## config.mk

```make
export PLATFORM = sky130hd
export DESIGN_NAME = trackball_counter
export DESIGN_NICKNAME = d
export VERILOG_FILES = /design/src/rtl/trackball_counter.sv
export SDC_FILE = /design/constraint.sdc
export NUM_CORES = 1
export LEC_CHECK = 0
export CAP_MARGIN = 20
export CORE_MARGIN = 8
export CORE_UTILIZATION = 37
export DETAILED_ROUTE_END_ITERATION = 12
export PLACE_DENSITY_LB_ADDON = 0.12
export SETUP_SLACK_MARGIN = 0.4
export SYNTH_ARGS = -nofsm -noshare
export SYNTH_HDL_FRONTEND = slang
export SYNTH_SLANG_ARGS = --single-unit
```

## constraint.sdc

```tcl
create_clock -name clk -period 4.1 [get_ports clk]
set_input_delay 0.615 -clock clk [delete_from_list [all_inputs] [get_ports clk]]
set_output_delay 0.615 -clock clk [all_outputs]
set_load 0.02 [all_outputs]
```

## src/rtl/trackball_counter.sv

```systemverilog
// Trackball position counter: counts toggles on the h/v movement clocks of a
// trackball emulator into two wrapping position counters readable by a CPU.
// Optional feature: define TRACKBALL_FLIP_EN to let the flip input invert the
// direction of both axes (screen-flip support).
//
// Read handshake: rd_stb is a single-cycle request (no backpressure). On the
// edge following rd_stb the counter chosen by rd_sel is captured into rd_data
// and rd_valid pulses high for exactly that one following cycle. rd_data then
// holds until the next read.
//
// Step pipeline: the raw movement clock is compared against its registered
// copy, and the resulting step strobe plus the direction sampled in that same
// cycle are registered. The counter applies the step one edge later, so a
// toggle in cycle n is visible in the counter in cycle n+2.
module trackball_counter #(
    parameter int CNT_W       = 8,
    parameter bit CLR_ON_READ = 1'b0
) (
    input  logic             clk,
    input  logic             reset,
    input  logic             flip,
    input  logic             h_clk,
    input  logic             h_dir,
    input  logic             v_clk,
    input  logic             v_dir,
    input  logic             rd_stb,
    input  logic             rd_sel,
    output logic [CNT_W-1:0] rd_data,
    output logic             rd_valid,
    output logic             h_moved,
    output logic             v_moved
);

    logic             h_clk_q, v_clk_q;
    logic             h_step, v_step;
    logic             h_down, v_down;
    logic             flip_eff;
    logic [CNT_W-1:0] h_cnt, v_cnt;
    logic [CNT_W-1:0] h_next, v_next;
    logic             rd_h, rd_v;

`ifdef TRACKBALL_FLIP_EN
    assign flip_eff = flip;
`else
    // flip is kept as a port so both builds share one pinout
    logic flip_unused;
    assign flip_unused = flip;
    assign flip_eff    = 1'b0;
`endif

    assign rd_h = rd_stb & ~rd_sel;
    assign rd_v = rd_stb &  rd_sel;

    // Register movement clocks, detect toggles, and capture direction of each step
    always_ff @(posedge clk) begin
        if (reset) begin
            h_clk_q <= h_clk;
            v_clk_q <= v_clk;
            h_step  <= 1'b0;
            v_step  <= 1'b0;
            h_down  <= 1'b0;
            v_down  <= 1'b0;
        end else begin
            h_clk_q <= h_clk;
            v_clk_q <= v_clk;
            h_step  <= h_clk ^ h_clk_q;
            v_step  <= v_clk ^ v_clk_q;
            h_down  <= h_dir ^ flip_eff;
            v_down  <= v_dir ^ flip_eff;
        end
    end

    // Next counter values: optional clear-on-read first, then any pending step
    always_comb begin
        h_next = h_cnt;
        v_next = v_cnt;
        if (CLR_ON_READ && rd_h) h_next = '0;
        if (CLR_ON_READ && rd_v) v_next = '0;
        if (h_step) h_next = h_down ? h_next - CNT_W'(1) : h_next + CNT_W'(1);
        if (v_step) v_next = v_down ? v_next - CNT_W'(1) : v_next + CNT_W'(1);
    end

    // Counter, read capture and sticky moved-flag registers
    always_ff @(posedge clk) begin
        if (reset) begin
            h_cnt    <= '0;
            v_cnt    <= '0;
            rd_data  <= '0;
            rd_valid <= 1'b0;
            h_moved  <= 1'b0;
            v_moved  <= 1'b0;
        end else begin
            h_cnt    <= h_next;
            v_cnt    <= v_next;
            rd_valid <= rd_stb;
            if (rd_stb) rd_data <= rd_sel ? v_cnt : h_cnt;
            // a step in the read cycle wins over the clear
            h_moved  <= h_step | (h_moved & ~rd_h);
            v_moved  <= v_step | (v_moved & ~rd_v);
        end
    end

endmodule

```

# [After elaboration in Yosys (flattened, before gate mapping)]
# Cells that the tools add are included.
[totals] elab_cells=30 inputBits=9 regBits=33
[op_classes] bitwise=11 add_sub_neg=4 n_mux=3
[ops] op="8-bit 2-to-1 mux" count=3
[ops] op="8-bit by 1-bit adder with 8-bit output (second input constant)" count=2
[ops] op="8-bit by 1-bit subtractor with 8-bit output (second input constant)" count=2
[ops] op="1-bit AND" count=4
[ops] op="1-bit inverter" count=3
[ops] op="1-bit OR" count=2
[ops] op="1-bit bitwise XOR" count=2

# [Longest topological paths before layout]
[depth] ltp_word=5 mapped_depth=7 mapped_depth_nobuf=7

# [Worst setup path after synthesis]
# No wires, ideal clock.
[synth_timing] path_kind="register to register" start="register v_down" end="register v_cnt[6]" required_time_ns=3.966 n_path_buf=0 path_stages_with_launch=8 setup_slack_ns=2.029 period_less_slack_ns=2.071 arrival_time_ns=1.937 path_cell_list="dfxtp_1 > inv_1 > fa_1 > nor2b_1 > o21a_1 > o21bai_1 > and3_1 > or4_1"
[synth_between] elab_chain_cells=1
[synth_lines] item="start: declaration" line_no="36" text="logic h_down, v_down;"
[synth_lines] item="start signal: assignment" line_no="69" text="v_down <= v_dir ^ flip_eff;"
[synth_lines] item="8-bit 2-to-1 mux" line_no="80" text="if (v_step) v_next = v_down ? v_next - CNT_W'(1) : v_next + CNT_W'(1);"
[synth_lines] item="end signal: assignment" line_no="94" text="v_cnt <= v_next;"
[synth_lines] item="end: declaration" line_no="38" text="logic [CNT_W-1:0] h_cnt, v_cnt;"
# No other way between the ends.
# A chain may end at the register's enable or synchronous reset.

# [Worst setup path after layout]
# Same ends and word-level chain as after synthesis.

==> impl_metrics.tcl <==
set metrics [dict create \
    status "completed" \
    setup_ws_ps 1740 \
    final.min_clock_period_ps 2360 \
    yosysWarnings 0 \
    final_hold_viol_count 0 \
    max-vdd-ir-drop_v 0.000199 \
    initial_core_util_pct 38.3 \
    postSynthCellCount 204 \
    fp.dieH_microns 85.9 \
    routedWlPerCell_microns 14.0 \
    gp_routability_congestion 0.837 \
    numClockSinks 33 \
    ys_ff_latch 33 \
    overflow 0 \
    cts_tree "yes" \
    dp_hpwl_microns 2900 \
    drive_gt1_share_pct 4.50 \
    yosys.area.top_type "dfxtp_1" \
    synthToLayoutAreaGrowth_pct 17.7 \
    grt_pass1_vias 1530 \
    critPathCaptureType "register" \
    path_max_fanout 9 \
    cts_buffers 5 \
    fin_crit_sh_pct 57.7 \
    reg2reg_slack_ps 1740 \
    wirelength_microns 4050 \
    cts_resized 0 \
    grt_use_met2_pct 17.5 \
    yosysSeqAreaShare_pct 36.6 \
    drc_errors 0 \
    grt_max_degree 22 \
    cts.clk_slew.worst_paths_ps 70 \
    grt_pass1_wl_microns 6890 \
    core_area_sq_mm 0.00472 \
    via_per_inst 5.24 \
    critPathRequiredTime_ps 4260 \
    via_count 1515 \
    die_x_microns 85.9 \
    crit_arrival_ps 2530 \
    syn_nets 227 \
    async_flop_share_pct 0 \
    dp_slack_ps 1480 \
    port_buffers 18 \
    globalRouteMet1Util_pct 14.4 \
    num_rows 25 \
    worst_setup_path_start_kind "register" \
    skew_ps 3.84 \
    hold_depth 2 \
    maxCapViolCount 0 \
    ant_nets 0 \
    reg2reg_to "v_cnt[6]$_SDFFE_PP0P_" \
    maxSlewViolCount 0 \
    synthTopCellsByArea "dfxtp_1, ha_1, mux2i_1, a211oi_1, nor2_1" \
    synth_cell_types 35 \
    yosysTopAreaCellShare_pct 36.6 \
    antenna_found_initial 0 \
    grt_setup_unrepaired "no" \
    total_leakage_power_nw 0.850 \
    diodes 0 \
    finalPower_mw 0.757 \
    synth_edf_count 0 \
    slew_headroom_pct 48.4 \
    root_buffer "clkbuf_8" \
    min_to "h_moved$_SDFF_PP0_" \
    cellPowerDensity_mw_per_mm2 356 \
    crit_type "reg2reg" \
    drt_iter0_markers 113 \
    yosysMostFrequentCell "dfxtp_1" \
    io_pins 20 \
    reg2reg_depth 7 \
    ctsLongestPathBuffers 2 \
    cts_hold_buf 0 \
    die-area_sq_mm 0.00738 \
    grt.met3_usage_pct 4.01 \
    max_slew.worst_pin.slew_ps 771 \
    fmax_ghz 0.423 \
    final_util_pct 45.0 \
    min_from "h_moved$_SDFF_PP0_" \
    first_pass_iters 4 \
    cts_setup_buffers 0 \
    fillCellCount 476 \
    hold_path.class "reg2reg" \
    final_nets 244 \
    grt_usage_pct 11.5 \
    netlist_area_sq_mm 0.00181 \
    finalSetupViolCount 0 \
    tns_ps 0 \
    syn-mean-instance-area_sq_um 8.86 \
    gr-max-usage-layer "met2" \
    synth_ff_type "dfxtp_1" \
    synth_common_cells "dfxtp_1, nor2_1, a21oi_1, mux2i_1" \
    htreeDepth 2 \
    clock_latency_ps 280 \
    rr_startpoint "v_down$_SDFF_PP0_" \
]
metal layers:
layer	wire, microns	vias up
li1	-	775
met1	2040	694
met2	1740	40
met3	210	6
met4	60	0
met5	0	-
sequential cells by signal (all words and copies together) (netlist names):
signal and cells:
h_clk_q 1, h_cnt 8, h_down 1, h_moved 1, h_step 1, rd_data 8
rd_valid 1, v_clk_q 1, v_cnt 8, v_down 1, v_moved 1, v_step 1
cell type report:
cell class / instances / area (sq um) / area share, %
multi-input cells: 153 / 1070 / 50.5
flip-flops and latches: 33 / 661 / 31.1
repair buffers: 19 / 188 / 8.82
well taps: 67 / 83.8 / 3.94
clock buffers: 5 / 68.8 / 3.24
inverters: 9 / 33.8 / 1.59
clock inverters: 3 / 17.5 / 0.824
worst max-delay path, stage by stage, from the launching register on:
cell      delay [ps]
dfxtp_1          550
inv_1            170
fa_1             490
nor2b_1          130
o21a_1           160
o21bai_1          90
and3_1           140
or4_1            500
cells by family after synthesis:
family | Yosys count | share of synthesized area (%)
compound gates | 48 | 17.8
xor+xnor | 8 | 3.88
mux | 14 | 7.83
buf+inv | 18 | 3.95
flops | 33 | 36.6
simple gates | 69 | 19.5
fa+ha+maj | 14 | 10.5
stage by stage:
stage / instances / cell area (sq um) / hold slack (ps)
2_1_floorplan: 204 / 1810 / 456
4_1_cts: 289 / 2130 / 493
5_1_grt: 289 / 2130 / 513
3_3_place_gp: 281 / 2040 / 473
6_report: 289 / 2130 / 486
3_5_place_dp: 281 / 2040 / 480
worst max path at each step:
stage	startpoint	endpoint	cells past startpoint
floorplan	v_down$_SDFF_PP0_	v_cnt[6]$_SDFFE_PP0P_	7
finish	v_down$_SDFF_PP0_	v_cnt[6]$_SDFFE_PP0P_	7
detailed placement	reset	v_cnt[6]$_SDFFE_PP0P_	4
global placement	reset	v_cnt[6]$_SDFFE_PP0P_	4
global route	v_down$_SDFF_PP0_	v_cnt[6]$_SDFFE_PP0P_	7
CTS	v_down$_SDFF_PP0_	v_cnt[6]$_SDFFE_PP0P_	7
cells in the final DEF (no fill, tap or decap), types with 3 or more instances in the layout:
cell type / synthesis / layout
nand3_1: 6 / 6
a21oi_1: 14 / 14
o21ai_0: 5 / 5
inv_1: 9 / 9
nand2_1: 11 / 11
a21o_1: 4 / 4
xnor2_1: 8 / 8
o21bai_1: 4 / 4
mux2i_1: 13 / 13
clkdlybuf4s50_1: 0 / 18
nor4_1: 3 / 3
nor3b_1: 5 / 5
ha_1: 12 / 12
nor2b_1: 5 / 5
dfxtp_1: 33 / 33
nor2_1: 23 / 23
clkbuf_8: 0 / 5
nand3b_1: 3 / 3
a211oi_1: 12 / 12
and3_1: 3 / 3
nor3_1: 5 / 5
power by group:
group / internal [mW] / total [mW] / switching (mW)
Sequential: 0.344 / 0.371 / 0.0271
Combinational: 0.0691 / 0.141 / 0.0716
Clock: 0.117 / 0.246 / 0.128
Total: 0.530 / 0.757 / 0.227
Power figures use the tool's default switching activity.
